## src/rtl/hazard_control_unit_pkg.sv

```systemverilog
// Shared types and defaults for the hazard control unit.
// Holds the FSM state encoding, the default MDU timeout, and the load-use detector.
package hazard_control_unit_pkg;

  // Controller states: IDLE = 1'b0, MDU_WAIT = 1'b1.
  typedef enum logic [0:0] {
    StIdle    = 1'b0,
    StMduWait = 1'b1
  } hcu_state_e;

  localparam int unsigned MduTimeoutDefault = 63;
  // Wide enough for the largest legal timeout (63).
  localparam int unsigned WaitCntW = 6;

  // EX-stage load whose destination is read by the ID-stage instruction.
  function automatic logic load_use_hazard(
    input logic [4:0] rs1,
    input logic [4:0] rs2,
    input logic       uses_rs1,
    input logic       uses_rs2,
    input logic [4:0] rd,
    input logic       mem_read,
    input logic       reg_write_en
  );
    logic match;
    match = (uses_rs1 && (rd == rs1)) || (uses_rs2 && (rd == rs2));
    return mem_read && reg_write_en && (rd != 5'd0) && match;
  endfunction

endpackage

```

## src/rtl/hazard_perf_counters.sv

```systemverilog
// Stall and flush performance counters, wrapping modulo 2^32.
// Present only when HAZARD_PERF_CNT_EN is defined.
`ifdef HAZARD_PERF_CNT_EN
module hazard_perf_counters (
  input  logic        clk,
  input  logic        rst_n,
  input  logic        stall_inc,
  input  logic        flush_inc,
  output logic [31:0] stall_cnt,
  output logic [31:0] flush_cnt
);

  logic [31:0] stall_cnt_q;
  logic [31:0] flush_cnt_q;

  // Count cycles with a PC stall and cycles with an IF/ID flush.
  always_ff @(posedge clk or negedge rst_n) begin
    if (!rst_n) begin
      stall_cnt_q <= '0;
      flush_cnt_q <= '0;
    end else begin
      if (stall_inc) stall_cnt_q <= stall_cnt_q + 32'd1;
      if (flush_inc) flush_cnt_q <= flush_cnt_q + 32'd1;
    end
  end

  assign stall_cnt = stall_cnt_q;
  assign flush_cnt = flush_cnt_q;

endmodule
`endif

```

## src/rtl/hazard_control_unit.sv

```systemverilog
// Pipeline hazard control: load-use stalls, branch flushes, and multi-cycle MDU
// sequencing with a timeout abort.
// Optional performance counters are enabled by defining HAZARD_PERF_CNT_EN.
module hazard_control_unit
  import hazard_control_unit_pkg::*;
#(
  parameter int unsigned MDU_TIMEOUT = MduTimeoutDefault
) (
  input  logic        clk,
  input  logic        rst_n,
  input  logic [4:0]  if_id_r_rs1_addr,
  input  logic [4:0]  if_id_r_rs2_addr,
  input  logic        id_uses_rs1,
  input  logic        id_uses_rs2,
  input  logic [4:0]  id_ex_r_rd_addr,
  input  logic        id_ex_r_mem_read,
  input  logic        id_ex_r_reg_write_en,
  input  logic        id_ex_r_is_mdu,
  input  logic        mdu_done,
  input  logic        ex_branch_taken,
  output logic        mdu_start,
  output logic        pc_stall,
  output logic        if_id_stall,
  output logic        id_ex_stall,
  output logic        id_ex_bubble,
  output logic        if_id_flush,
  output logic        id_ex_flush,
  output logic        mdu_timeout,
  output logic [31:0] perf_stall_cnt,
  output logic [31:0] perf_flush_cnt
);

  localparam logic [WaitCntW-1:0] TimeoutVal = WaitCntW'(MDU_TIMEOUT);

  hcu_state_e          state_q, state_d;
  logic [WaitCntW-1:0] wait_cnt_q, wait_cnt_d;
  logic                timeout_q, timeout_d;
  logic                load_use;

  assign load_use = load_use_hazard(if_id_r_rs1_addr, if_id_r_rs2_addr, id_uses_rs1,
                                    id_uses_rs2, id_ex_r_rd_addr, id_ex_r_mem_read,
                                    id_ex_r_reg_write_en);

  // Next-state and pipeline control decode.
  always_comb begin
    state_d      = state_q;
    wait_cnt_d   = wait_cnt_q;
    timeout_d    = timeout_q;
    mdu_start    = 1'b0;
    pc_stall     = 1'b0;
    if_id_stall  = 1'b0;
    id_ex_stall  = 1'b0;
    id_ex_bubble = 1'b0;
    if_id_flush  = 1'b0;
    id_ex_flush  = 1'b0;
    case (state_q)
      StIdle: begin
        if (ex_branch_taken) begin
          if_id_flush = 1'b1;
          id_ex_flush = 1'b1;
        end else if (id_ex_r_is_mdu) begin
          mdu_start   = 1'b1;
          pc_stall    = 1'b1;
          if_id_stall = 1'b1;
          id_ex_stall = 1'b1;
          wait_cnt_d  = '0;
          state_d     = StMduWait;
        end else if (load_use) begin
          pc_stall     = 1'b1;
          if_id_stall  = 1'b1;
          id_ex_bubble = 1'b1;
        end
      end
      StMduWait: begin
        // Branches and load-use are frozen behind the MDU; only done/timeout matter.
        if (mdu_done) begin
          state_d = StIdle;
        end else if (wait_cnt_q == TimeoutVal) begin
          id_ex_flush = 1'b1;
          timeout_d   = 1'b1;
          state_d     = StIdle;
        end else begin
          pc_stall    = 1'b1;
          if_id_stall = 1'b1;
          id_ex_stall = 1'b1;
          wait_cnt_d  = wait_cnt_q + 1'b1;
        end
      end
      default: state_d = StIdle;
    endcase
  end

  // State, wait counter and sticky timeout flag.
  always_ff @(posedge clk or negedge rst_n) begin
    if (!rst_n) begin
      state_q    <= StIdle;
      wait_cnt_q <= '0;
      timeout_q  <= 1'b0;
    end else begin
      state_q    <= state_d;
      wait_cnt_q <= wait_cnt_d;
      timeout_q  <= timeout_d;
    end
  end

  assign mdu_timeout = timeout_q;

`ifdef HAZARD_PERF_CNT_EN
  hazard_perf_counters u_perf_counters (
    .clk       (clk),
    .rst_n     (rst_n),
    .stall_inc (pc_stall),
    .flush_inc (if_id_flush),
    .stall_cnt (perf_stall_cnt),
    .flush_cnt (perf_flush_cnt)
  );
`else
  assign perf_stall_cnt = '0;
  assign perf_flush_cnt = '0;
`endif

endmodule

```

## config.mk

```make
export PLATFORM = sky130hd
export DESIGN_NAME = hazard_control_unit
export DESIGN_NICKNAME = d
export VERILOG_FILES = /design/src/rtl/hazard_control_unit_pkg.sv /design/src/rtl/hazard_perf_counters.sv /design/src/rtl/hazard_control_unit.sv
export SDC_FILE = /design/constraint.sdc
export NUM_CORES = 1
export LEC_CHECK = 0
export CAP_MARGIN = 20
export CORE_UTILIZATION = 31
export CTS_CLUSTER_SIZE = 16
export DETAILED_ROUTE_END_ITERATION = 7
export PLACE_DENSITY = 0.8
export SYNTH_ARGS = -nofsm -noshare
export SYNTH_HDL_FRONTEND = slang
export SYNTH_SLANG_ARGS = --single-unit
```

## constraint.sdc

```tcl
create_clock -name clk -period 1.85 [get_ports clk]
set_input_delay 0.2775 -clock clk [delete_from_list [all_inputs] [get_ports clk]]
set_output_delay 0.2775 -clock clk [all_outputs]
set_load 0.01 [all_outputs]
```

==> run_results.csv <==
group,metric,value,unit
power,peakVddDrop,148,uV
synthesis,async_reset_ff_share,100,%
drt,drc_errors,0,
drt,drt.antenna.violating_nets,0,
clock_network,cts_buffers,3,
power,cellPowerDensity,472,nW/um^2
sta,min_period,1840,ps
synthesis,synth_edf_count,0,
synthesis,synthDistinctLibCells,30,
flow_run,cap_violations,0,
sta,finalHoldViolCount,0,
outcome,status,"completed",
global_route,grt_max_degree,9,
synthesis,syn_inst,125,
die,core-area,3340,sq um
global_route,grt_usage,11.4,%
clock_network,clk_pin_slew,60,ps
die,die_h,60.8,microns
sta,fin_ws,10.1,ps
critical_path,required,1570,ps
synthesis,ys_ff_latch,8,
clock_network,cts_buffer_depth,2,
placement,place_worst_setup_slack,-626,ps
drt,vias,777,
sta,drv_slew,0,
die,die_x,60.8,microns
placement,gp_congestion,0.727,
synthesis,yosys-top-cells-area,"buf_4 45%, dfrtp_1 19%, xor2_1 7.3%, xnor2_1 3.3%, nand2b_1 1.7%",
layout,layout-drive-gt1-share,21.1,%
placement,placed_cell_area,1300,sq um
die,start_util,32.2,%
die,die_area,3700,sq um
synthesis,yosysTopAreaCellShare,45.5,%
global_route,grt_pass1_vias,705,
sta,setup_viol,0,
clock_network,cts_tree,"yes",
layout,final_util,39.3,%
layout,antennaDiodeCount,0,
clock_network,insertion_delay,260,ps
synthesis,synth_ff_type,"dfrtp_1",
die,io_pins,96,
min_path,min-delay-path-class,"in2async",
clock_network,cts_hold_buf,0,
layout,fin_nets,198,
synthesis,synth.avg_cell_area,8.59,sq um
placement,hpwl,1.60,mm
power,p_sw_share,37.0,%
synthesis,synth.most_common_cell,"buf_4",
critical_path,cp-end-kind,"output pin",
critical_path,critPathArrivalTime,1560,ps
power,power_frac_comb,44.3,%
synthesis,syn-cell-area,1070,sq um
drt,drtIter0Drc,12,
synthesis,yosysWarnings,0,
sta,rsz0062_at_grt,"true",
power,cell_internal_pwr,390,uW
clock_network,cts_setup_buffers,0,
clock_network,cts_root_buffer,"clkbuf_4",
sta,fin_crit_sh,99.5,%
layout,instances_no_fill,217,
clock_network,cts.sinks,8,
placement,port_buffers,31,
placement,place_inst,214,
drt,drt_first_pass_iters,2,
power,power.leakage,0.692,nW
power,pwr-share-seq,33.1,%
critical_path,cp-start-kind,"primary input",
synthesis,synth-seq-area-share,18.6,%
sta,fin_skew,10.2,ps
power,clkPwrFrac,22.6,%
critical_path,crit_type,"in2out",
clock_network,htree_num_levels,1,
layout,area_growth,22.0,%
layout,final_area,1310,sq um
global_route,overflow,0,
critical_path,path_max_fanout,2,
global_route,grt_pass1_wl,2.99,mm
drt,via_per_inst,3.58,
die,num_rows,21,
synthesis,synth_top_cell_by_area,"buf_4",
power,p_switching,229,uW
global_route,antenna_found_initial,0,
drt,drt-total-wl,1.88,mm
drt,wl_per_cell,8.68,microns
synthesis,yosys-top-cells-count,"65 x buf_4, 9 x xor2_1, 8 x dfrtp_1, 4 x nor2_1, 4 x xnor2_1",
sta,max_freq,544,MHz
[critical path, cell delays in order]
cell and delay, ps:
clkdlybuf4s50_1 520, nor2b_1 190, clkdlybuf4s50_1 570
[worst paths after layout]
check | start | end | slack (ps) | cells after the start
max | ex_branch_taken | if_id_flush | 10 | 3
min | rst_n | wait_cnt_q[4] | 300 | 1
max reg2reg | wait_cnt_q[0] | wait_cnt_q[0] | 440 | 5
min reg2reg | mdu_timeout | mdu_timeout | 460 | 1
max in group asynchronous | rst_n | wait_cnt_q[5] | 1260 | 1
min in group clk | mdu_timeout | mdu_timeout | 460 | 1
[layout by cell type (no fill, tap or decap), types with 2 or more instances in the layout]
| master | Yosys | layout |
|---|---|---|
| xor2_1 | 9 | 9 |
| nor3_1 | 2 | 2 |
| nand4_1 | 2 | 2 |
| and2_1 | 2 | 2 |
| clkdlybuf4s50_1 | 0 | 12 |
| a22o_1 | 2 | 2 |
| nor2_1 | 4 | 3 |
| nand3_1 | 2 | 2 |
| conb_1 | 1 | 64 |
| clkbuf_2 | 1 | 4 |
| xnor2_1 | 4 | 4 |
| inv_1 | 2 | 2 |
| buf_2 | 0 | 3 |
| dfrtp_1 | 8 | 8 |
| buf_4 | 65 | 15 |
| clkbuf_4 | 0 | 3 |
| nand2b_1 | 3 | 3 |
| dlygate4sd2_1 | 0 | 12 |
[flip-flops by register name (all words and copies together) (netlist names)]
name         count
state_q          1
mdu_timeout      1
wait_cnt_q       6
[layer usage]
metal / vias up / share of wire [%] / GRT usage (%)
met3: 2 / 11 / 4.90
met5: - / 0 / 0
met2: 61 / 52 / 20.4
met4: 0 / 0.42 / 2.92
met1: 340 / 36 / 12.4
li1: 374 / - / -
[cell type report]
type | instances | area, sq um
fill | 362 | 2030
multi-input combinational | 112 | 649
timing repair buffer | 46 | 373
sequential | 8 | 200
tap | 46 | 57.6
clock buffer | 3 | 22.5
inverter | 2 | 7.51
[metrics by stage]
step | hold slack (ps) | TNS, ps | power (mW)
after CTS | 304 | -7.44 | 0.614
after global placement | 454 | -2290 | 0.484
after detailed placement | 451 | -2450 | 0.488
after global routing | 326 | -58.0 | 0.679
final | 302 | 0 | 0.619
after floorplan | -18.1 | 0 | 0.451
[power by group through the flow]
stage | sequential [mW] | combinational (mW) | clock [mW]
2_1_floorplan | 0.211 | 0.240 | 0
3_3_place_gp | 0.206 | 0.278 | 0
3_5_place_dp | 0.208 | 0.280 | 0
4_1_cts | 0.205 | 0.263 | 0.146
5_1_grt | 0.207 | 0.310 | 0.161
6_report | 0.205 | 0.274 | 0.140
[repair_timing]
item / in CTS / in global routing
gates resized for setup: 30 / 13
pin swaps: 5 / 7
endpoints found under the setup margin: 6 / 5
endpoints found under the hold margin: 0 / 0
[cell families after synthesis]
family,Yosys count,share of synthesized area [%]
xor+xnor,13,10.6
other cells,1,0.349
flops,8,18.6
buf+inv,68,46.6
compound gates,9,8.27
fa+ha+maj,1,1.17
simple gates,24,13.3
mux,1,1.05
Note: power is estimated with default switching activity, not from simulation.
